**src/rtl/resp_arbiter_pkg.sv**
```systemverilog
// Shared state encodings and defaults for the authentication-responder arbiter.
// Latency: n/a (types and constants only).
// Backpressure: n/a.
`ifndef MSG_LEN
`define MSG_LEN 32
`endif

// Counter width able to hold 0..t inclusive.
`ifndef RESP_ARB_CNT_W
`define RESP_ARB_CNT_W(t) ($clog2((t) + 1))
`endif

package resp_arbiter_pkg;

    // One-hot encodings keep each state decode to a single flop bit.
    typedef enum logic [4:0] {
        S_IDLE    = 5'b00001,
        S_WAIT    = 5'b00010,
        S_DELIVER = 5'b00100,
        S_RELEASE = 5'b01000,
        S_RECOVER = 5'b10000
    } state_t;

    localparam int DEF_TIMEOUT_CYCLES = 64;
    localparam int DEF_RST_CYCLES     = 4;

endpackage

```
**src/rtl/resp_rr_pick.sv**
```systemverilog
// Round-robin requester select: first set bit strictly after 'last', wrapping.
// Latency: combinational, zero cycles.
// Backpressure: none; the caller samples the result only when it can accept a new owner.
//
// Ports:
//   req  - request level per requester
//   last - index of the previous owner
//   gnt  - one-hot winner (0 when no request)
//   idx  - binary index of the winner
//   any  - at least one request present
module resp_rr_pick
    import resp_arbiter_pkg::*;
#(
    parameter int N_REQ = 2,
    parameter int IDX_W = 1
) (
    input  logic [N_REQ-1:0] req,
    input  logic [IDX_W-1:0] last,
    output logic [N_REQ-1:0] gnt,
    output logic [IDX_W-1:0] idx,
    output logic             any
);

    always_comb begin
        gnt = '0;
        idx = '0;
        any = 1'b0;
        // Upper pass: indices above the previous owner get first chance.
        for (int j = 0; j < N_REQ; j++) begin
            if (!any && req[j] && (IDX_W'(j) > last)) begin
                any    = 1'b1;
                gnt[j] = 1'b1;
                idx    = IDX_W'(j);
            end
        end
        // Wrap-around pass: anything at or below the previous owner.
        for (int j = 0; j < N_REQ; j++) begin
            if (!any && req[j]) begin
                any    = 1'b1;
                gnt[j] = 1'b1;
                idx    = IDX_W'(j);
            end
        end
    end

endmodule

```
**src/rtl/resp_arbiter.sv**
```systemverilog
// Shares one authentication responder between N_REQ requesters; optional macro RESP_ARB_FIXED_PRIO_EN.
// Latency: resp_req_in 1 cycle after a request is sampled; rsp_valid 1 cycle after resp_req_out is sampled.
// Backpressure: requesters hold req_in until rsp_valid; responder is held via Ack_in, bounded by TIMEOUT_CYCLES.
//
// Ports:
//   clk, reset         - clock, asynchronous active-low reset
//   req_in, msg_in     - per-requester request level and message slice [i*MSG_W +: MSG_W]
//   grant              - one-hot current owner (0 when idle)
//   rsp_valid          - one-cycle response strobe per requester
//   rsp_timeout        - qualifies rsp_valid: transaction timed out
//   rsp_msg            - response message, valid with rsp_valid
//   busy               - state is not IDLE
//   resp_req_in        - to responder: request present
//   auth_msg_resp_in   - to responder: latched request message
//   Ack_in             - to responder: response consumed
//   resp_rst           - to responder: active-high reset pulse after a timeout
//   resp_req_out       - from responder: response ready
//   auth_msg_resp_out  - from responder: response message
//
// Define RESP_ARB_FIXED_PRIO_EN for lowest-index-wins selection without a pointer.
module resp_arbiter
    import resp_arbiter_pkg::*;
#(
    parameter int N_REQ          = 2,
    parameter int MSG_W          = `MSG_LEN,
    parameter int TIMEOUT_CYCLES = DEF_TIMEOUT_CYCLES,
    parameter int RST_CYCLES     = DEF_RST_CYCLES
) (
    input  logic                   clk,
    input  logic                   reset,
    input  logic [N_REQ-1:0]       req_in,
    input  logic [N_REQ*MSG_W-1:0] msg_in,
    output logic [N_REQ-1:0]       grant,
    output logic [N_REQ-1:0]       rsp_valid,
    output logic [N_REQ-1:0]       rsp_timeout,
    output logic [MSG_W-1:0]       rsp_msg,
    output logic                   busy,
    output logic                   resp_req_in,
    output logic [MSG_W-1:0]       auth_msg_resp_in,
    output logic                   Ack_in,
    output logic                   resp_rst,
    input  logic                   resp_req_out,
    input  logic [MSG_W-1:0]       auth_msg_resp_out
);

    localparam int IDX_W   = (N_REQ > 1) ? $clog2(N_REQ) : 1;
    // One counter serves both the response timeout and the reset pulse length.
    localparam int CNT_MAX = (TIMEOUT_CYCLES > RST_CYCLES) ? TIMEOUT_CYCLES : RST_CYCLES;
    localparam int CNT_W   = `RESP_ARB_CNT_W(CNT_MAX);
    localparam logic [CNT_W-1:0] TO_LAST  = CNT_W'(TIMEOUT_CYCLES - 1);
    localparam logic [CNT_W-1:0] RST_LAST = CNT_W'(RST_CYCLES - 1);

    state_t           state, nxt_state;
    logic [CNT_W-1:0] cnt, nxt_cnt;

    logic [N_REQ-1:0] nxt_grant, nxt_rsp_valid, nxt_rsp_timeout;
    logic [MSG_W-1:0] nxt_rsp_msg, nxt_auth_msg;
    logic             nxt_busy, nxt_resp_req_in, nxt_ack, nxt_resp_rst;

    logic [N_REQ-1:0] pick_gnt;
    logic             pick_any;

`ifdef RESP_ARB_FIXED_PRIO_EN
    // Lowest index wins; no fairness state is kept.
    always_comb begin
        pick_gnt = '0;
        pick_any = 1'b0;
        for (int j = 0; j < N_REQ; j++) begin
            if (!pick_any && req_in[j]) begin
                pick_any    = 1'b1;
                pick_gnt[j] = 1'b1;
            end
        end
    end
`else
    logic [IDX_W-1:0] last, nxt_last;
    logic [IDX_W-1:0] g_idx, nxt_g_idx;
    logic [IDX_W-1:0] pick_idx;

    resp_rr_pick #(
        .N_REQ (N_REQ),
        .IDX_W (IDX_W)
    ) u_pick (
        .req  (req_in),
        .last (last),
        .gnt  (pick_gnt),
        .idx  (pick_idx),
        .any  (pick_any)
    );
`endif

    always_comb begin
        nxt_state       = state;
        nxt_cnt         = cnt;
        nxt_grant       = grant;
        nxt_rsp_valid   = '0;
        nxt_rsp_timeout = '0;
        nxt_rsp_msg     = rsp_msg;
        nxt_auth_msg    = auth_msg_resp_in;
        nxt_resp_req_in = resp_req_in;
        nxt_ack         = Ack_in;
        nxt_resp_rst    = resp_rst;
`ifndef RESP_ARB_FIXED_PRIO_EN
        nxt_last        = last;
        nxt_g_idx       = g_idx;
`endif

        unique case (state)
            S_IDLE: begin
                if (pick_any) begin
                    nxt_grant = pick_gnt;
                    for (int i = 0; i < N_REQ; i++) begin
                        if (pick_gnt[i]) begin
                            nxt_auth_msg = msg_in[i*MSG_W +: MSG_W];
                        end
                    end
                    nxt_resp_req_in = 1'b1;
                    nxt_cnt         = '0;
                    nxt_state       = S_WAIT;
`ifndef RESP_ARB_FIXED_PRIO_EN
                    nxt_g_idx       = pick_idx;
`endif
                end
            end

            S_WAIT: begin
                nxt_cnt = cnt + 1'b1;
                // A response arriving on the last allowed cycle still wins.
                if (resp_req_out) begin
                    nxt_rsp_msg     = auth_msg_resp_out;
                    nxt_rsp_valid   = grant;
                    nxt_ack         = 1'b1;
                    nxt_resp_req_in = 1'b0;
                    nxt_state       = S_DELIVER;
                end else if (cnt == TO_LAST) begin
                    nxt_rsp_valid   = grant;
                    nxt_rsp_timeout = grant;
                    nxt_rsp_msg     = '0;
                    nxt_resp_req_in = 1'b0;
                    nxt_ack         = 1'b0;
                    nxt_resp_rst    = 1'b1;
                    nxt_cnt         = '0;
                    nxt_state       = S_RECOVER;
                end
            end

            S_DELIVER: begin
                nxt_cnt   = '0;
                nxt_state = S_RELEASE;
            end

            S_RELEASE: begin
                if (!resp_req_out) begin
                    nxt_ack   = 1'b0;
                    nxt_grant = '0;
                    nxt_state = S_IDLE;
`ifndef RESP_ARB_FIXED_PRIO_EN
                    nxt_last  = g_idx;
`endif
                end else if (cnt == TO_LAST) begin
                    // Responder never dropped its ready; the response was
                    // already delivered, so only the reset pulse follows.
                    nxt_ack      = 1'b0;
                    nxt_resp_rst = 1'b1;
                    nxt_cnt      = '0;
                    nxt_state    = S_RECOVER;
                end else begin
                    nxt_cnt = cnt + 1'b1;
                end
            end

            S_RECOVER: begin
                nxt_resp_req_in = 1'b0;
                nxt_ack         = 1'b0;
                if (cnt == RST_LAST) begin
                    nxt_resp_rst = 1'b0;
                    nxt_grant    = '0;
                    nxt_cnt      = '0;
                    nxt_state    = S_IDLE;
`ifndef RESP_ARB_FIXED_PRIO_EN
                    nxt_last     = g_idx;
`endif
                end else begin
                    nxt_cnt = cnt + 1'b1;
                end
            end

            default: begin
                nxt_state       = S_IDLE;
                nxt_cnt         = '0;
                nxt_grant       = '0;
                nxt_resp_req_in = 1'b0;
                nxt_ack         = 1'b0;
                nxt_resp_rst    = 1'b0;
            end
        endcase

        nxt_busy = (nxt_state != S_IDLE);
    end

    always_ff @(posedge clk or negedge reset) begin
        if (!reset) begin
            state            <= S_IDLE;
            cnt              <= '0;
            grant            <= '0;
            rsp_valid        <= '0;
            rsp_timeout      <= '0;
            rsp_msg          <= '0;
            busy             <= 1'b0;
            resp_req_in      <= 1'b0;
            auth_msg_resp_in <= '0;
            Ack_in           <= 1'b0;
            resp_rst         <= 1'b0;
`ifndef RESP_ARB_FIXED_PRIO_EN
            // Pointer at the top index so requester 0 is first after reset.
            last             <= IDX_W'(N_REQ - 1);
            g_idx            <= '0;
`endif
        end else begin
            state            <= nxt_state;
            cnt              <= nxt_cnt;
            grant            <= nxt_grant;
            rsp_valid        <= nxt_rsp_valid;
            rsp_timeout      <= nxt_rsp_timeout;
            rsp_msg          <= nxt_rsp_msg;
            busy             <= nxt_busy;
            resp_req_in      <= nxt_resp_req_in;
            auth_msg_resp_in <= nxt_auth_msg;
            Ack_in           <= nxt_ack;
            resp_rst         <= nxt_resp_rst;
`ifndef RESP_ARB_FIXED_PRIO_EN
            last             <= nxt_last;
            g_idx            <= nxt_g_idx;
`endif
        end
    end

endmodule
```
**config.mk**
```make
export PLATFORM = sky130hd
export DESIGN_NAME = resp_arbiter
export DESIGN_NICKNAME = d
export VERILOG_FILES = /design/src/rtl/resp_arbiter_pkg.sv /design/src/rtl/resp_rr_pick.sv /design/src/rtl/resp_arbiter.sv
export SDC_FILE = /design/constraint.sdc
export NUM_CORES = 1
export LEC_CHECK = 0
export ABC_AREA = 1
export BUFFER_PORTS_ARGS = -buffer_cell sky130_fd_sc_hd__clkbuf_2
export CORE_MARGIN = 4
export CORE_UTILIZATION = 40
export CTS_BUF_LIST = sky130_fd_sc_hd__clkbuf_16
export DETAILED_ROUTE_END_ITERATION = 10
export GPL_ROUTABILITY_DRIVEN = 0
export GPL_TIMING_DRIVEN = 0
export PLACE_DENSITY = 0.69
export SETUP_SLACK_MARGIN = 0.5
export SYNTH_ARGS = -nofsm -noshare
export SYNTH_HDL_FRONTEND = slang
export SYNTH_SLANG_ARGS = --single-unit
```
**constraint.sdc**
```tcl
create_clock -name clk -period 2 [get_ports clk]
set_clock_uncertainty 0.2 [all_clocks]
set_input_delay 0.6 -clock clk [delete_from_list [all_inputs] [get_ports clk]]
set_output_delay 0.6 -clock clk [all_outputs]
set_load 0.05 [all_outputs]
```
==> results.json, run 1 <==
{
  "p_comb_share_pct": 63.3,
  "pre_cts_ws_ns": 0.0735,
  "antenna_found_initial": 0,
  "cellInternalPower_mw": 7.33,
  "seqPwrFrac_pct": 24.2,
  "relSlewSlack_pct": 71.5,
  "min_period_ns": 1.80,
  "ir_drop_mv": 1.15,
  "vias_per_cell": 5.08,
  "area_delta_synth_final_pct": 88.6,
  "nNetsFinal": 860,
  "cp_max_fo": 7,
  "cts_buffers": 9,
  "cts_tree": "yes",
  "outcome": "completed",
  "leakage_nw": 3.79,
  "insertion_delay_ns": 0.33,
  "drive_gt1_share_pct": 53.5,
  "drtIter0Drc": 205,
  "fp.dieW_um": 108,
  "dr.pass1.iters": 4,
  "crit_required_ns": 2.05,
  "critPathKind": "reg2reg",
  "ys_seq_area_share_pct": 54.8,
  "switching_share_pct": 45.4,
  "grt_max_degree": 65,
  "cp-start-kind": "flip-flop",
  "port-buffer-count": 174,
  "holdBufCountCts": 0,
  "cts_sinks": 88,
  "fin_cells": 896,
  "syn_nets": 587,
  "power_mw": 13.4,
  "clockRootBuffer": "clkbuf_16",
  "fin_util_pct": 77.7,
  "hold_viol_final": 0,
  "fmax_mhz": 557,
  "num_rows": 36,
  "wirelength_mm": 15.4,
  "drc_errors": 0,
  "slew_violations": 0,
  "vias": 4553,
  "clk_path_buf_depth": 2,
  "path_clk_slew_ns": 0.07,
  "num_antenna_cells": 0,
  "r2r_cells": 10,
  "cp-end-kind": "flip-flop",
  "grt_pass1_vias": 4488,
  "synth_area_leaders": "dfrtp_1 (53%), nand2_1 (16%), a31oi_1 (5.1%), nor2_1 (4.8%), o21ai_0 (4.5%)",
  "dp_cells": 793,
  "finalSetupTns_ns": 0,
  "reg2reg_slack_ns": 0.20,
  "power_frac_clock_pct": 12.5,
  "ant_nets": 0,
  "post-route-period-util_pct": 89.8,
  "core_area_um2": 9770,
  "grt_pass1_wl_mm": 21.6,
  "wl_per_cell_um": 17.2,
  "hp-class": "in2async",
  "synth.distinct_cells": 32,
  "p_per_area_nw_per_um2": 1770,
  "h-tree-depth": 3,
  "overflow": 0,
  "worst_slew_pin_slew_ns": 0.428,
  "syn_area_per_cell_um2": 8.30,
  "synth.ff_latch_count": 88,
  "die_h_um": 108,
  "yosysWarnings": 0,
  "endpoint": "cnt[6]",
  "io_pins": 175,
  "yosysTopAreaCell": "dfrtp_1",
  "r2r-end": "cnt[6]",
  "cap_violations": 0,
  "die-area_um2": 11700,
  "start_util_pct": 41.2,
  "yosys.area.top_type_share_pct": 53.4,
  "hpwl_mm": 8.80,
  "arrival_ns": 1.85,
  "rsz0062_at_grt": "yes",
  "synth_area_um2": 4030,
  "layout_setup_ws_ns": 0.204,
  "syn_inst": 485,
  "worstSetupStartpoint": "state[0]",
  "crit-reg2reg-launch": "state[0]",
  "setup_viol": 0,
  "p_sw_mw": 6.09,
  "grt_use_total_pct": 23.3
}
-- stage by stage --
step                      cell area, µm²  hold slack (ns)
after floorplan                     4080            0.104
after global placement              5120            0.258
after detailed placement            5150            0.264
after CTS                           6980          0.00996
after global routing                7590           0.0310
final                               7590          0.00484
-- power groups by stage --
stage | Clock, mW | Combinational [mW] | Sequential (mW)
floorplan | 0 | 1.46 | 5.19
global placement | 0 | 4.98 | 2.93
detailed placement | 0 | 5.06 | 2.95
CTS | 1.70 | 7.35 | 3.04
global route | 1.80 | 8.88 | 3.31
finish | 1.68 | 8.49 | 3.25
-- cells in the final DEF (no fill, tap or decap), types with 17 or more instances in the layout --
master	synthesis	routed
a31oi_1	33	32
buf_4	2	59
buf_6	6	21
buf_8	0	83
clkbuf_2	0	101
dfrtp_1	86	83
inv_1	27	22
nand2_1	174	155
nand2_2	2	17
nor2_1	52	27
nor2_4	2	18
o21ai_2	0	25
-- synth_stat cells (all sizes together) --
library cell	instances
o21bai	1
o21ai	42
nand3	13
nor2	58
inv	31
nand4	5
o22ai	1
nand3b	1
buf	17
a31oi	33
o211ai	2
clkbuf	6
a21oi	3
xnor2	1
dfstp	2
nor4	1
dfrtp	86
nand2	177
nor3	4
ha	1
-- worst max-delay path, stage by stage, from the launching register on --
cell and delay (ns):
dfstp_2 0.54, inv_2 0.04, nor2_4 0.12, buf_6 0.11
buf_6 0.09, nand4_4 0.13, nand2_4 0.17, inv_6 0.06
nand2_1 0.06, nand2_1 0.06, nor2_1 0.12
-- area by class of cell --
cell class                      instances  area, µm²
Fill cell                             599       2180
Timing Repair Buffer                  261       2530
Sequential cell                        88       2210
Clock buffer                            9        225
Tap cell                              133        166
Clock inverter                          7       71.3
Timing Repair inverter                  1       6.26
Multi-Input combinational cell        343       1990
Buffer                                 23        268
Inverter                               31        131
-- flip-flops by register name, summed over array words and instances, names as in the netlist --
register	flops
auth_msg_resp_in	32
rsp_timeout	2
Ack_in	1
g_idx	1
rsp_msg	32
resp_rst	1
cnt	7
state	5
rsp_valid	2
resp_req_in	1
busy	1
last	1
grant	2
-- how the worst min path moves through the flow --
stage / from / endpoint / slack (ns) / cells past startpoint
after global routing: reset / state[2] / 0.03 / 1
final: reset / state[2] / 0.005 / 1
after CTS: reset / state[2] / 0.01 / 1
after floorplan: reset / Ack_in / 0.10 / 0
after global placement: rsp_msg[28] / rsp_msg[28] / 0.26 / 2
after detailed placement: rsp_msg[20] / rsp_msg[20] / 0.26 / 2
-- repair_timing --
| item | 4_1_cts | 5_1_grt |
|---|---|---|
| setup buffers | 42 | 33 |
| pin swaps | 25 | 18 |
| gates resized for setup | 272 | 133 |
| cloned | 9 | 3 |
| setup endpoints to repair | 162 | 162 |
-- logic make-up after synthesis --
group | share of synthesized area [%]
and+or+nand+nor | 26.6
DFF | 54.8
AOI/OAI and AO/OA | 11.5
buffers and inverters | 6.56
xor gates and xnor gates | 0.218
adders and majority gates | 0.311
-- routing by layer --
layer	wire length (µm)	global-route usage (%)	vias to the layer above
li1	-	-	2130
met1	5760	27.1	2192
met2	8290	42.2	199
met3	1010	5.61	32
met4	369	7.48	0
met5	0	0	-
(Power assumes the default switching activity.)
==> inputs of run 2 (changes only) <==
SYNTH_HIERARCHICAL = 1   (was unset)
==> run 2 against run 1 <==
Register-to-register slack got worse by 0.02 ns. Sequential share of layout area increased by 1.9 points. Worst hold slack improved by 0.10 ns. Final cell count decreased by 4.6%. First-iteration DRC count decreased by 11%. Highest routed layer unchanged.
==> results.json, run 2 <==
{
  "port-buffer-count": 174,
  "rsz0062_at_grt": "yes",
  "ys_seq_area_share_pct": 53.2,
  "arrival_ns": 1.83,
  "yosysWarnings": 6,
  "cp_slowest_cell": "dfstp_2",
  "hold_viol_final": 0,
  "ant_nets": 0,
  "grt_pass1_wl_mm": 20.0,
  "dr.pass1.iters": 5,
  "clockRootBuffer": "clkbuf_16",
  "start_util_pct": 41.8,
  "outcome": "completed",
  "slew_violations": 0,
  "fp.dieW_um": 110,
  "leakage_nw": 3.67,
  "syn_area_per_cell_um2": 8.84,
  "cp-end-kind": "flip-flop",
  "core_area_um2": 9910,
  "yosysTopAreaCell": "dfrtp_1",
  "fmax_mhz": 550,
  "worstSetupStartpoint": "state[0]",
  "worst-path-buf-inv": 3,
  "r2r_cells": 10,
  "insertion_delay_ns": 0.32,
  "relSlewSlack_pct": 58.9,
  "layout_common_cells": "nand2_1 (157), clkbuf_2 (102), dfrtp_1 (84), buf_8 (77), buf_4 (49)",
  "synth-edff-count": 0,
  "min_period_ns": 1.82,
  "reg_top3": "auth_msg_resp_in: 32 flops, rsp_msg: 32 flops, cnt: 7 flops",
  "wl_per_cell_um": 15.3,
  "synth_most_common_cell": "nand2_1",
  "io_pins": 175,
  "h-tree-depth": 3,
  "finalSetupTns_ns": 0,
  "ir_drop_mv": 0.924,
  "grt_pass1_vias": 4258,
  "num_antenna_cells": 0,
  "fillers": 727,
  "hp-class": "in2async",
  "post-route-period-util_pct": 90.9,
  "path_clk_slew_ns": 0.07,
  "reg2reg_slack_ns": 0.18,
  "syn_nets": 571,
  "worst_slew_pin_slew_ns": 0.616,
  "synth_top_cells_by_count": "nand2_1 (199), dfrtp_1 (86), mux2_2 (33), o21ai_0 (33), inv_1 (19)",
  "grt_use_total_pct": 20.8,
  "clk_path_buf_depth": 2,
  "synth_area_leaders": "dfrtp_1 (52%), nand2_1 (18%), mux2_2 (9.0%), o21ai_0 (4.0%), inv_1 (1.7%)",
  "worst_path_largest_cell_delay_ns": 0.55,
  "r2r-end": "resp_rst",
  "vias": 4190,
  "overflow": 0,
  "syn_inst": 469,
  "layout.cells.most_common": "nand2_1",
  "drc_errors": 0,
  "synthArstFlopShare_pct": 100,
  "hpwl_mm": 8.52,
  "drtIter0Drc": 182,
  "critPathKind": "reg2reg",
  "cp_max_fo": 4,
  "ys.flop_type": "dfrtp_1",
  "drive_gt1_share_pct": 54.8,
  "vias_per_cell": 4.90,
  "antenna_found_initial": 0,
  "die_h_um": 110,
  "path_depth": 10,
  "wirelength_mm": 13.1,
  "synth.distinct_cells": 31,
  "cp-start-kind": "flip-flop",
  "crit-reg2reg-launch": "state[0]",
  "setup_viol": 0,
  "holdBufCountCts": 0,
  "synth.ff_latch_count": 88,
  "grt_max_degree": 46,
  "crit_family": "flip-flops",
  "yosys.area.top_type_share_pct": 51.9,
  "num_rows": 36,
  "nNetsFinal": 819,
  "endpoint": "resp_rst",
  "power_mw": 11.7,
  "die-area_um2": 12100,
  "p_per_area_nw_per_um2": 1640,
  "cts_buffers": 9,
  "crit_chain": "buf_6, nor2_4, nand4_1, buf_6, buf_6, nand2_1, nor2_1, nand2_1, nand2_1, o21ai_1",
  "area_delta_synth_final_pct": 72.0,
  "cts_tree": "yes",
  "crit_required_ns": 2.01,
  "cts_sinks": 88,
  "synth_area_um2": 4140,
  "cap_violations": 0
}
==> run 2: routing by layer <==
metal	global-route usage (%)	up-vias	part of all wire [%]
li1	-	2000	-
met1	23.8	2011	38
met2	38.1	165	53
met3	5.23	14	7.2
met4	6.14	0	1.1
met5	0	-	0
==> run 2: final cells by class <==
type	count	area [µm²]	area share [%]
multi-input combinational	338	2010	28.2
tap	133	166	2.33
clock buffer	9	225	3.16
buffer	19	195	2.74
timing repair buffer	237	2160	30.3
sequential	88	2210	31.0
inverter	24	113	1.58
clock inverter	7	47.5	0.667
==> run 2: worst min path at each step <==
| stage | end | slack, ns | depth (start not counted) | start |
|---|---|---|---|---|
| CTS | rsp_msg[19] | 0.13 | 1 | reset |
| global placement | last | 0.25 | 2 | g_idx |
| finish | rsp_msg[19] | 0.11 | 1 | reset |
| detailed placement | rsp_msg[30] | 0.26 | 2 | rsp_msg[30] |
| floorplan | Ack_in | 0.10 | 0 | reset |
| global route | rsp_msg[20] | 0.15 | 1 | reset |
==> run 2: kinds of logic after synthesis <==
kind of cell | count (synthesis) | share of synthesized area (%)
AOI/OAI and AO/OA | 52 | 6.76
xor gates and xnor gates | 1 | 0.211
adders and majority gates | 1 | 0.302
buffers and inverters | 43 | 5.31
DFF | 88 | 53.2
muxes | 33 | 8.97
and+or+nand+nor | 251 | 25.2
==> run 2: per-stage QoR <==
step	area, µm²	std cells	util [%]	hold WS, ns	setup WS, ns
after floorplan	4230	469	-	0.104	0.270
after global placement	5270	776	53.2	0.248	-0.850
after detailed placement	5300	777	53.5	0.260	-0.105
after CTS	6740	832	68.0	0.130	0.254
after global routing	7130	855	71.9	0.150	0.125
final	7130	855	71.9	0.108	0.182
==> run 2: what timing repair did <==
| item | CTS | global route |
|---|---|---|
| hold endpoints to repair | 0 | 0 |
| setup buffers | 33 | 23 |
| setup endpoints to repair | 161 | 161 |
| resized for setup | 226 | 125 |
| cloned | 6 | 0 |
| pin swaps | 12 | 17 |
==> run 2: report_power, final <==
part / switching (mW) / total [mW] / internal, mW / leakage [nW]
registers: 0.656 / 3.14 / 2.49 / 1.12
clock network: 0.684 / 1.52 / 0.839 / 0.127
logic: 4.03 / 7.04 / 3.01 / 2.43
==> inputs of run 3 (changes only) <==
REMOVE_ABC_BUFFERS = 1   (was unset)
==> run 3 against run 2 <==
Core utilization rose by 7.4 points. Sequential power grew 2%. Non-clock buffer count is 19 higher. Maximum frequency down 6.1%. Critical path depth shrank 2. Cell area up 10%. Routed wire length grew 36%. Flip-flop and latch count unchanged. Largest cell class unchanged. Largest power group unchanged. Critical path type unchanged.
==> results.json, run 3 (same netlist as run 2, synthesis figures left out) <==
{
  "area_delta_synth_final_pct": 89.7,
  "die-area_um2": 12100,
  "power_mw": 13.4,
  "leakage_nw": 3.98,
  "grt_use_total_pct": 26.0,
  "outcome": "completed",
  "die_h_um": 110,
  "crit-reg2reg-launch": "state[2]",
  "cts_sinks": 88,
  "crit_chain": "nor2_4, buf_4, nand3_4, o21ai_4, buf_12, clkinv_8, nand2_1, nand2_1",
  "ant_nets": 0,
  "clockRootBuffer": "clkbuf_16",
  "slew_violations": 0,
  "fin_util_pct": 79.3,
  "nNetsFinal": 846,
  "drtIter0Drc": 277,
  "num_rows": 36,
  "wl_per_cell_um": 20.2,
  "num_antenna_cells": 0,
  "arrival_ns": 1.98,
  "setup_viol": 0,
  "reg2reg_slack_ns": 0.06,
  "critPathKind": "reg2reg",
  "cp-end-kind": "flip-flop",
  "path_clk_slew_ns": 0.08,
  "grt_pass1_wl_mm": 23.9,
  "drc_errors": 0,
  "ir_drop_mv": 1.00,
  "dr.pass1.iters": 9,
  "cp_max_fo": 8,
  "rsz0062_at_grt": "yes",
  "hold_viol_final": 0,
  "hp-class": "in2async",
  "r2r-end": "rsp_msg[18]",
  "port-buffer-count": 174,
  "min_period_ns": 1.94,
  "reg_top3": "auth_msg_resp_in: 32 flops, rsp_msg: 32 flops, cnt: 7 flops",
  "holdBufCountCts": 0,
  "fmax_mhz": 516,
  "layout.cells.most_common": "nand2_1",
  "relSlewSlack_pct": 57.5,
  "hpwl_mm": 7.81,
  "p_per_area_nw_per_um2": 1700,
  "fp.dieW_um": 110,
  "critPathMostFrequentCell": "nand2_1",
  "overflow": 0,
  "finalSetupTns_ns": 0,
  "vias": 4747,
  "cts_tree": "yes",
  "grt_max_degree": 48,
  "worst_slew_pin_slew_ns": 0.637,
  "wirelength_mm": 17.8,
  "cts_buffers": 9,
  "cp-start-kind": "flip-flop",
  "clk_path_buf_depth": 2,
  "insertion_delay_ns": 0.35,
  "h-tree-depth": 3,
  "cp_slowest_cell": "dfrtp_1",
  "antenna_found_initial": 0,
  "start_util_pct": 41.8,
  "grt_pass1_vias": 4690,
  "cap_violations": 0,
  "vias_per_cell": 5.38,
  "worst_path_largest_cell_delay_ns": 0.46,
  "placed_area_um2": 5110,
  "finalInstanceArea_um2": 7860,
  "core_area_um2": 9910,
  "crit_required_ns": 2.04,
  "r2r_cells": 8,
  "layout_common_cells": "nand2_1 (131), clkbuf_2 (98), dfrtp_1 (85), buf_8 (74), buf_4 (71)",
  "post-route-period-util_pct": 96.8,
  "drive_gt1_share_pct": 62.1,
  "io_pins": 175
}
## run 3: repair_timing
item	CTS	global route
pin swaps	24	42
hold endpoints to repair	0	0
resized for setup	252	183
endpoints found under the setup margin	161	161
setup buffers	59	37
gates cloned	10	1
## run 3: final cells by class
cell class	instances	area, µm²
clock buffers	9	225
clock inverters	7	110
fillers	528	2050
inverters	24	130
multi-input cells	342	2290
flip-flops and latches	88	2210
well taps	133	166
repair buffers	275	2670
repair inverters	4	63.8
## run 3: worst max-delay path: cells and delay by family, from the launching register on
kind	cells	cell delay, ns
and+or+nand+nor	4	0.45
AOI/OAI and AO/OA	1	0.21
buffers and inverters	3	0.49
DFF	1	0.46
## run 3: layer usage
| metal | wire [µm] | global-route usage (%) |
|---|---|---|
| met1 | 6210 | 30.8 |
| met2 | 9430 | 45.0 |
| met3 | 1300 | 6.64 |
| met4 | 852 | 10.1 |
| met5 | 0 | 0 |
## run 3: worst max path at each step
stage               from                    to  slack (ns)
2_1_floorplan  req_in[1]   auth_msg_resp_in[0]       -1.84
6_report        state[2]           rsp_msg[18]        0.06
5_1_grt         state[2]           rsp_msg[18]        0.03
3_3_place_gp   req_in[0]   auth_msg_resp_in[9]       -3.17
3_5_place_dp   req_in[0]   auth_msg_resp_in[7]       -0.82
4_1_cts             last  auth_msg_resp_in[25]        0.24
## run 3: power breakdown
| part | switching (mW) | internal, mW | total, mW |
|---|---|---|---|
| registers | 0.715 | 2.48 | 3.20 |
| logic | 4.68 | 3.56 | 8.24 |
| clock network | 0.829 | 1.13 | 1.96 |
| total | 6.23 | 7.17 | 13.4 |
## run 3: through the flow
stage          instances  setup WS, ns  hold slack, ns
2_1_floorplan        450         -1.84           0.104
3_3_place_gp         757         -3.17           0.251
3_5_place_dp         759        -0.819           0.258
4_1_cts              844         0.238          0.0944
5_1_grt              882        0.0274           0.132
6_report             882        0.0632          0.0931
